**config.mk**
```make
export PLATFORM = sky130hd
export DESIGN_NAME = uart_rx
export DESIGN_NICKNAME = d
export VERILOG_FILES = /design/src/rtl/uart_pkg.sv /design/src/rtl/uart_sync.sv /design/src/rtl/uart_rx.sv
export SDC_FILE = /design/constraint.sdc
export NUM_CORES = 1
export LEC_CHECK = 0
export ABC_AREA = 1
export CORE_ASPECT_RATIO = 1.25
export CORE_UTILIZATION = 40
export DETAILED_ROUTE_END_ITERATION = 6
export PLACE_DENSITY_LB_ADDON = 0.3
export SYNTH_ARGS = -nofsm -noshare
export SYNTH_HDL_FRONTEND = slang
export SYNTH_SLANG_ARGS = --single-unit
```
**constraint.sdc**
```tcl
create_clock -name clk -period 4.2 [get_ports clk]
set_clock_uncertainty 0.1 [all_clocks]
set_input_delay 1.26 -clock clk [delete_from_list [all_inputs] [get_ports clk]]
set_output_delay 1.26 -clock clk [all_outputs]
set_load 0.005 [all_outputs]
```
**src/rtl/uart_pkg.sv**
```systemverilog
// Shared UART types and defaults.
package uart_pkg;

  localparam int unsigned UART_DATA_BITS     = 8;
  localparam int unsigned UART_RX_OVERSAMPLE = 32;

  typedef enum logic [2:0] {
    RX_IDLE,
    RX_START,
    RX_DATA,
    RX_PARITY,
    RX_STOP
  } rx_state_t;

endpackage

```
**src/rtl/uart_sync.sv**
```systemverilog
// Two-flop synchroniser for asynchronous single-bit inputs; reset value is configurable.
module uart_sync #(
  parameter bit RESET_VAL = 1'b1
) (
  input  logic clk,
  input  logic arst_n,
  input  logic d,
  output logic q
);

  logic [1:0] sync_q;

  always_ff @(posedge clk or negedge arst_n) begin
    if (!arst_n) begin
      sync_q <= {2{RESET_VAL}};
    end else begin
      sync_q <= {sync_q[0], d};
    end
  end

  assign q = sync_q[1];

endmodule

```
**src/rtl/uart_rx.sv**
```systemverilog
// UART receiver: oversampled start detect, centre sampling, valid/ready byte output.
// Define UART_RX_PARITY_EN to add a parity bit (parity_mode/parity_err ports).
module uart_rx
  import uart_pkg::*;
#(
  parameter int unsigned OVERSAMPLE = UART_RX_OVERSAMPLE,
  parameter int unsigned DATA_BITS  = UART_DATA_BITS
) (
  input  logic                 clk,
  input  logic                 arst_n,
  input  logic                 active,
  input  logic                 rx_clk_en,
  input  logic                 rx,
  output logic [DATA_BITS-1:0] rx_data,
  output logic                 rx_valid,
  input  logic                 rx_ready,
  output logic                 frame_err,
  output logic                 overrun_err,
`ifdef UART_RX_PARITY_EN
  input  logic                 parity_mode,
  output logic                 parity_err,
`endif
  output logic                 rx_busy
);

  localparam int unsigned TickW = $clog2(OVERSAMPLE);
  localparam int unsigned BitW  = $clog2(DATA_BITS);

  localparam logic [TickW-1:0] TickHalf = TickW'(OVERSAMPLE / 2 - 1);
  localparam logic [TickW-1:0] TickLast = TickW'(OVERSAMPLE - 1);
  localparam logic [BitW-1:0]  BitLast  = BitW'(DATA_BITS - 1);

  logic                 rx_s;
  rx_state_t            state_q, state_d;
  logic [TickW-1:0]     tick_q, tick_d;
  logic [BitW-1:0]      bit_q, bit_d;
  logic [DATA_BITS-1:0] shreg_q, shreg_d;
  logic [DATA_BITS-1:0] data_q, data_d;
  logic                 valid_q, valid_d;
  logic                 ferr_q, ferr_d;
  logic                 oerr_q, oerr_d;
  logic                 deliver;
`ifdef UART_RX_PARITY_EN
  logic                 par_bit_q, par_bit_d;
  logic                 perr_q, perr_d;
`endif

  uart_sync #(
    .RESET_VAL(1'b1)
  ) u_sync (
    .clk   (clk),
    .arst_n(arst_n),
    .d     (rx),
    .q     (rx_s)
  );

  always_comb begin
    state_d = state_q;
    tick_d  = tick_q;
    bit_d   = bit_q;
    shreg_d = shreg_q;
    ferr_d  = 1'b0;
    deliver = 1'b0;
`ifdef UART_RX_PARITY_EN
    par_bit_d = par_bit_q;
    perr_d    = 1'b0;
`endif

    if (!active) begin
      state_d = RX_IDLE;
      tick_d  = '0;
      bit_d   = '0;
      shreg_d = '0;
    end else if (rx_clk_en) begin
      unique case (state_q)
        RX_IDLE: begin
          if (!rx_s) begin
            state_d = RX_START;
            tick_d  = '0;
          end
        end
        RX_START: begin
          if (tick_q == TickHalf) begin
            // Line back high at start-bit centre: treat as a glitch.
            state_d = rx_s ? RX_IDLE : RX_DATA;
            tick_d  = '0;
            bit_d   = '0;
          end else begin
            tick_d = tick_q + TickW'(1);
          end
        end
        RX_DATA: begin
          if (tick_q == TickLast) begin
            tick_d  = '0;
            shreg_d = {rx_s, shreg_q[DATA_BITS-1:1]};
            if (bit_q == BitLast) begin
              bit_d = '0;
`ifdef UART_RX_PARITY_EN
              state_d = RX_PARITY;
`else
              state_d = RX_STOP;
`endif
            end else begin
              bit_d = bit_q + BitW'(1);
            end
          end else begin
            tick_d = tick_q + TickW'(1);
          end
        end
        RX_PARITY: begin
`ifdef UART_RX_PARITY_EN
          if (tick_q == TickLast) begin
            tick_d    = '0;
            par_bit_d = rx_s;
            state_d   = RX_STOP;
          end else begin
            tick_d = tick_q + TickW'(1);
          end
`else
          state_d = RX_IDLE;
`endif
        end
        RX_STOP: begin
          if (tick_q == TickLast) begin
            // Return to idle at stop centre so a following start edge is not missed.
            state_d = RX_IDLE;
            tick_d  = '0;
            deliver = rx_s;
            ferr_d  = !rx_s;
`ifdef UART_RX_PARITY_EN
            perr_d = ((^shreg_q) ^ par_bit_q) != parity_mode;
`endif
          end else begin
            tick_d = tick_q + TickW'(1);
          end
        end
        default: state_d = RX_IDLE;
      endcase
    end

    data_d  = data_q;
    valid_d = valid_q;
    oerr_d  = 1'b0;
    if (deliver) begin
      if (!valid_q || rx_ready) begin
        data_d  = shreg_q;
        valid_d = 1'b1;
      end else begin
        oerr_d = 1'b1;
      end
    end else if (valid_q && rx_ready) begin
      valid_d = 1'b0;
    end
  end

  always_ff @(posedge clk or negedge arst_n) begin
    if (!arst_n) begin
      state_q   <= RX_IDLE;
      tick_q    <= '0;
      bit_q     <= '0;
      shreg_q   <= '0;
      data_q    <= '0;
      valid_q   <= 1'b0;
      ferr_q    <= 1'b0;
      oerr_q    <= 1'b0;
`ifdef UART_RX_PARITY_EN
      par_bit_q <= 1'b0;
      perr_q    <= 1'b0;
`endif
    end else begin
      state_q   <= state_d;
      tick_q    <= tick_d;
      bit_q     <= bit_d;
      shreg_q   <= shreg_d;
      data_q    <= data_d;
      valid_q   <= valid_d;
      ferr_q    <= ferr_d;
      oerr_q    <= oerr_d;
`ifdef UART_RX_PARITY_EN
      par_bit_q <= par_bit_d;
      perr_q    <= perr_d;
`endif
    end
  end

  assign rx_data     = data_q;
  assign rx_valid    = valid_q;
  assign frame_err   = ferr_q;
  assign overrun_err = oerr_q;
  assign rx_busy     = (state_q != RX_IDLE);
`ifdef UART_RX_PARITY_EN
  assign parity_err  = perr_q;
`endif

endmodule
```
## Word-level counts from Yosys, hierarchy flattened

Cells that the tools add are included.

- Multiplexer cells: 38
- Equality and inequality tests: 17
- $add $sub $neg: 2
- Reductions and logical operators: 14

Operators with widths:

| operator | count |
|---|---|
| 3-bit 2-to-1 mux | 12 |
| 8-bit 2-to-1 mux | 4 |
| 5-bit 2-to-1 mux | 5 |
| 3-bit != test (second input constant) | 5 |
| 5-bit case mux with 3 select lines | 1 |
| 1-bit 2-to-1 mux | 13 |
| 3-bit case mux with 4 select lines | 1 |
| 2-bit by 1-bit != test with 1-bit output (second input constant) | 4 |
| 3-bit equality test (second input constant) | 2 |
| 3-bit case mux with 2 select lines | 1 |
| 3-bit AND reduction | 2 |
| 6-bit AND reduction | 1 |
| 5-bit by 1-bit adder with 5-bit output (second input constant) | 1 |
| 5-bit by 4-bit equality test with 1-bit output (second input constant) | 1 |
| 5-bit equality test (second input constant) | 1 |
| 4-bit by 2-bit != test with 1-bit output (second input constant) | 1 |
| 2-bit AND reduction | 2 |
| 4-bit AND reduction | 1 |
| 3-bit by 1-bit adder with 3-bit output (second input constant) | 1 |
| 3-bit by 1-bit equality test with 1-bit output (second input constant) | 1 |
| 3-bit by 2-bit equality test with 1-bit output (second input constant) | 1 |
| 3-bit zero test | 1 |
| 3-bit by 1-bit != test with 1-bit output (second input constant) | 1 |
| 3-bit nonzero test | 1 |
| other kinds (6) | 7 |

- Flip-flop bits (word level): 32
- Input port bits: 6
- Word-level logic and storage cells: 80

## Logic depth before layout (Yosys ltp)

Gate-level depths: netlist of the first run.

- Depth after elaboration: 7
- Gate-level depth with buffers: 11
- Gate-level depth less buffers: 11

## Hierarchy

Synthesis of the first run repeated with hierarchy kept, for this count alone.

- Cells, all modules: 202
- Area total of the unflattened synthesis: 1672.9 µm²

By module, submodules not included:

| module | seq. area each (µm²) | cells each | times used | area each (µm²) |
|---|---|---|---|---|
| uart_rx | 750.7 | 200 | 1 | 1620.3 |
| uart_sync | 52.6 | 2 | 1 | 52.6 |

## Worst setup path after synthesis of the first run

OpenSTA, ideal clock, no wires.

- Path kind: input-to-reg
- Start: input port active
- End: register tick_q[1]
- Stages: 9
- Required time: 3977 ps
- Library setup time: 123 ps
- Buffers on the path: 1
- Arrival: 1957 ps
- Path slack: 2020 ps
- Cells stage by stage: buf_6 > nand2_4 > inv_2 > nand3_2 > nand2_4 > nor2_4 > inv_4 > nand2_1 > o21ai_2

- Word-level cells in the longest chain between the ends: 2
- Elaborated cells on any way between the ends: 5
- Those cells by class: eq/ne: 3; mux: 1; reduce/logical: 1

Ends and longest elaborated chain:

| what | RTL line | text |
|---|---|---|
| from (decl) | uart_rx.sv:11 | `input logic active,` |
| 4-bit by 2-bit != test with 1-bit output (no source line), or another cell as far along | -- |  |
| 3-bit AND reduction (no source line) | -- |  |
| to (signal assigned) | uart_rx.sv:172 | `tick_q <= tick_d;` |
| to (decl) | uart_rx.sv:35 | `logic [TickW-1:0] tick_q, tick_d;` |

Parallel ways exist; a longest one is shown, timed or not.
A chain may end at the register's enable or synchronous reset.

## Final worst setup path of the first run

- Start: register state_q[2]
- End: output port rx_busy

- Word-level cells in the longest chain between the ends: 1

Ends and longest elaborated chain:

| what | RTL line | text |
|---|---|---|
| from (decl) | uart_rx.sv:34 | `rx_state_t state_q, state_d;` |
| from (signal assigned) | uart_rx.sv:171 | `state_q <= state_d;` |
| 3-bit nonzero test | uart_rx.sv:190 | `assign rx_busy = (state_q != RX_IDLE);` |
| to (decl) | uart_rx.sv:23 | `output logic rx_busy` |

No other way between the ends.

==> out/metrics.cfg, run 1 <==
[worst_setup_path]
timing.rr.start=tick_q[0]
start_kind=flip-flop
critPathArrivalTime_ns=1.64
cp.required_ns=2.84
rrSetupSlack_ns=2.16
crit_path_end_kind=output pin
cp_max_fo=9
r2r_end=rx_data[6]
worst-setup-path-type=flip-flop to output pin
reg2regPathDepth=9

[clock_network]
htree_levels=2
clk_latency_ns=0.28
cts_tree=built
cts.sinks=32
clock_path_buffers=2
cts_repair_resize_count=0
post_cts_buffers=0
numCtsBuffers=5
path_clk_slew_ns=0.06
ctsHoldBuffers=0
cts_root_buffer=clkbuf_8

[logic_synthesis]
yosysSeqAreaShare=0.439
synth_seq_cells=32
synth_area_per_cell_um2=8.75
syn_inst=209
ys_warn_count=0
syn-num-nets=222
syn_area_um2=1830
synth_cell_types=29

[sta]
worstMarginPinSlew_ns=0.832
period_needed_ns=3.00
setup_tns_ns=0
finalMaxSlewViolations=0
fmax_ghz=0.333
hold_viol=0
rsz0062_at_grt=false
fin_crit_sh=0.715
finalSetupViolCount=0
maxSlewHeadroom=0.444

[placement]
port_buffers=17
dp.cells=278
dp_hpwl_um=2450
place.gp.congestion=0.847

[layout]
n_antenna_cell=0
area_growth_pct=16.0
drive_gt1_frac=0.189
instances_no_fill=286
finalNetCount=240

[detailed_routing]
wl_per_cell_um=11.4
routed_wirelength_um=3270
firstDrtPassIters=4
drtAntennaViolNets=0
via_per_inst=4.73
vias=1352
drtIter0Drc=26
drc=0

[flow_run]
maxCapViolCount=0

[hold_path]
worstHoldPathType=flip-flop to flip-flop
hold_depth=0
hp-start=u_sync.sync_q[0]
worstHoldEndpoint=u_sync.sync_q[1]

[pwr]
finalPower_w=0.000854
p_per_area_nw_per_um2=402
p_leak_nw=1.06
ir_drop_uv=194

[die]
die_area_um2=4850
core-area_um2=4390
io_pins=18
dieHeight_um=77.6
die_x_um=62.5
start_util=0.417
rows=27

[run_status]
status=complete, no violations

[global_routing]
grt_use_total=0.157
antenna_found_initial=0
grt_max_degree=33
grt_pass1_vias=1302
grt_pass1_wl_um=5910
overflow=0

==> cells in the final DEF, fill, tap and decap left out, types with 3 or more instances in the layout <==
cell	count
clkbuf_8	5
nor2_4	4
o21ai_0	3
inv_1	12
ha_1	7
nor3_1	3
o21ai_1	4
nand2_1	66
o21ai_2	3
a21oi_1	5
nand3_1	24
nand2_4	4
dfrtp_1	30
nor2_1	9
clkdlybuf4s50_1	17
nand2_2	4
nand3_2	5
inv_2	4
==> synth_stat cells, drive strengths merged <==
cell    instances  share of area
nand3b          1         0.0041
a21o            1         0.0041
a21oi           7          0.023
or2             1         0.0048
buf             7          0.036
nand2          74           0.17
dfstp           2          0.029
o21ai          10          0.034
ha              7          0.048
dfrtp          30           0.41
xor2            2         0.0096
inv            18          0.040
nand3          29          0.093
nand4           1          0.012
a31oi           1         0.0068
nor3            3         0.0082
nor2           15          0.065
==> cell type report <==
cell class | count | area (um^2)
clock buffer | 6 | 72.6
clock inverter | 2 | 35.0
fill | 445 | 2270
inverter | 18 | 72.6
multi-input combinational | 152 | 888
sequential | 32 | 803
tap | 58 | 72.6
timing repair buffer | 18 | 178
==> stage by stage <==
stage               utilization  setup slack, ns  cell area, um^2  hold WS, ns
finish                    0.483             1.20             2120        0.259
global route              0.483             1.13             2120        0.262
CTS                       0.483             1.19             2120        0.260
detailed placement        0.459            0.945             2010        0.250
global placement          0.459            0.948             2010        0.247
floorplan                     -             2.02             1830        0.245
==> state kept, by name, summed over array words and instances (netlist names) <==
register / count
rx_data: 8
shreg_q: 8
tick_q: 5
bit_q: 3
state_q: 3
u_sync.sync_q: 2
frame_err: 1
overrun_err: 1
rx_valid: 1
==> where the power goes <==
group / total [W] / internal, W / switching [W] / leakage [nW]
Sequential: 0.000361 / 0.000324 / 0.0000365 / 0.438
Combinational: 0.000210 / 0.0000804 / 0.000130 / 0.568
Clock: 0.000283 / 0.000176 / 0.000107 / 0.0552
==> cell families after synthesis <==
| kind of cell | count (synthesis) | share of synthesized area |
|---|---|---|
| AOI/OAI and AO/OA | 19 | 0.0677 |
| xor gates and xnor gates | 2 | 0.00958 |
| adders and majority gates | 7 | 0.0479 |
| buffers and inverters | 25 | 0.0752 |
| DFF | 32 | 0.439 |
| and+or+nand+nor | 124 | 0.360 |
==> worst max path at each step <==
stage	startpoint	slack, ns	endpoint
after floorplan	active	2.02	tick_q[1]
after global placement	active	0.95	tick_q[4]
after detailed placement	active	0.94	tick_q[4]
after CTS	state_q[2]	1.19	rx_busy
after global routing	active	1.13	state_q[0]
final	state_q[2]	1.20	rx_busy
==> worst max-delay path, stage by stage, from the launching register on <==
cell	delay [ns]
dfrtp_1	0.62
inv_2	0.13
nand2_1	0.12
clkdlybuf4s50_1	0.50
==> metal layers <==
layer	vias up	GRT usage	part of all wire
met1	617	0.200	0.46
met2	20	0.247	0.49
li1	705	-	-
met5	-	0	0
met3	10	0.0309	0.029
met4	0	0.0930	0.027
No activity file was read; power rests on OpenSTA's default activity.
==> inputs of run 2 (changes only) <==
Clock period 4.2 ns to 2.6 ns, I/O delays scaled along.
==> out/metrics.cfg, run 2 (same netlist as run 1, synthesis figures left out) <==
[worst_setup_path]
critPathArrivalTime_ns=1.55
cp_max_fo=8
cp.required_ns=1.72
start_kind=flip-flop
crit_path_end_kind=output pin
worst-setup-path-type=flip-flop to output pin

[detailed_routing]
drtAntennaViolNets=0
drtIter0Drc=38
drc=0
via_per_inst=4.74
vias=1369
firstDrtPassIters=4
routed_wirelength_um=3460
wl_per_cell_um=12.0

[sta]
finalSetupViolCount=0
setup_tns_ns=0
fmax_ghz=0.412
fin_crit_sh=0.933
maxSlewHeadroom=0.721
period_needed_ns=2.43
rsz0062_at_grt=false
worstMarginPinSlew_ns=0.418
finalMaxSlewViolations=0
hold_viol=0

[layout]
drive_gt1_frac=0.199
design_area_um2=2130
n_antenna_cell=0
nFillCells=426
layout_commonest_cell=nand2_1
finalNetCount=243
instances_no_fill=289
area_growth_pct=16.5
layout_common_cells=66 x nand2_1, 30 x dfrtp_1, 24 x nand3_1

[die]
core-area_um2=4390
dieHeight_um=77.6
start_util=0.417
die_x_um=62.5
rows=27
io_pins=18
die_area_um2=4850

[global_routing]
grt_pass1_wl_um=6030
grt_use_total=0.162
overflow=0
grt_pass1_vias=1303
antenna_found_initial=0
grt_max_degree=33

[clock_network]
ctsHoldBuffers=0
htree_levels=2
post_cts_buffers=0
cts_repair_resize_count=0
clock_path_buffers=2
path_clk_slew_ns=0.07
numCtsBuffers=5
cts_tree=built
cts.sinks=32
clk_latency_ns=0.29
cts_root_buffer=clkbuf_8

[placement]
dp.cells=281
dpl_cell_area_um2=2040
port_buffers=17
place.gp.congestion=0.843
dp_hpwl_um=2480

[run_status]
status=complete, no violations

[flow_run]
maxCapViolCount=0

[hold_path]
worstHoldPathType=flip-flop to flip-flop

[pwr]
p_per_area_nw_per_um2=628
p_leak_nw=1.07
ir_drop_uv=425

run 2: changes by cell type in the layout (fill, tap and decap cells not counted):
| cell | delta |
|---|---|
| clkinv_2 | -1 |
| bufinv_16 | -1 |
| clkbuf_8 | +1 |
| buf_4 | +3 |
| clkinvlp_4 | +1 |
run 2: through the flow:
step	setup WS [ns]	hold WS, ns	power (W)	utilization
2_1_floorplan	0.886	0.245	0.000868	-
3_3_place_gp	0.289	0.247	0.000943	0.464
3_5_place_dp	0.255	0.249	0.000947	0.464
4_1_cts	0.157	0.259	0.00135	0.485
5_1_grt	0.114	0.261	0.00142	0.485
6_report	0.173	0.258	0.00134	0.485
run 2: report_power, final:
group	total [W]	internal (W)	switching [W]	leakage, nW
Combinational	0.000367	0.000138	0.000229	0.584
Sequential	0.000569	0.000524	0.0000449	0.438
Clock	0.000403	0.000215	0.000188	0.0445
Total	0.00134	0.000876	0.000463	1.07
run 2: cell type report:
| cell class | count | area [um^2] | area share |
|---|---|---|---|
| flip-flops and latches | 32 | 803 | 0.377 |
| well taps | 58 | 72.6 | 0.0341 |
| inverters | 18 | 72.6 | 0.0341 |
| repair buffers | 21 | 200 | 0.0940 |
| multi-input cells | 152 | 888 | 0.417 |
| clock inverters | 1 | 7.51 | 0.00352 |
| clock buffers | 7 | 86.3 | 0.0405 |
run 2: worst max-delay path, stage by stage, from the launching register on:
cell and delay, ns:
dfrtp_1 0.59, nor2_8 0.07, nand2_1 0.10, clkdlybuf4s50_1 0.50
run 2: worst paths after layout:
kind | start | to | slack, ns | cells after the start
worst max-delay path | state_q[0] | rx_busy | 0.17 | 3
worst min-delay path | u_sync.sync_q[0] | u_sync.sync_q[1] | 0.26 | 0
worst max register to register | tick_q[0] | bit_q[0] | 0.55 | 10
worst min register to register | u_sync.sync_q[0] | u_sync.sync_q[1] | 0.26 | 0
max in group asynchronous | arst_n | u_sync.sync_q[1] | 1.28 | 2
min in group asynchronous | arst_n | shreg_q[1] | 0.79 | 2
run 2: metal layers:
layer  global-route usage  wire [um]  part of all wire  vias to the layer above
li1                     -          -                 -                      714
met1                0.197       1610              0.46                      621
met2                0.261       1640              0.47                       22
met3               0.0412         92             0.027                       12
met4               0.0884        115             0.033                        0
met5                    0          0                 0                        -
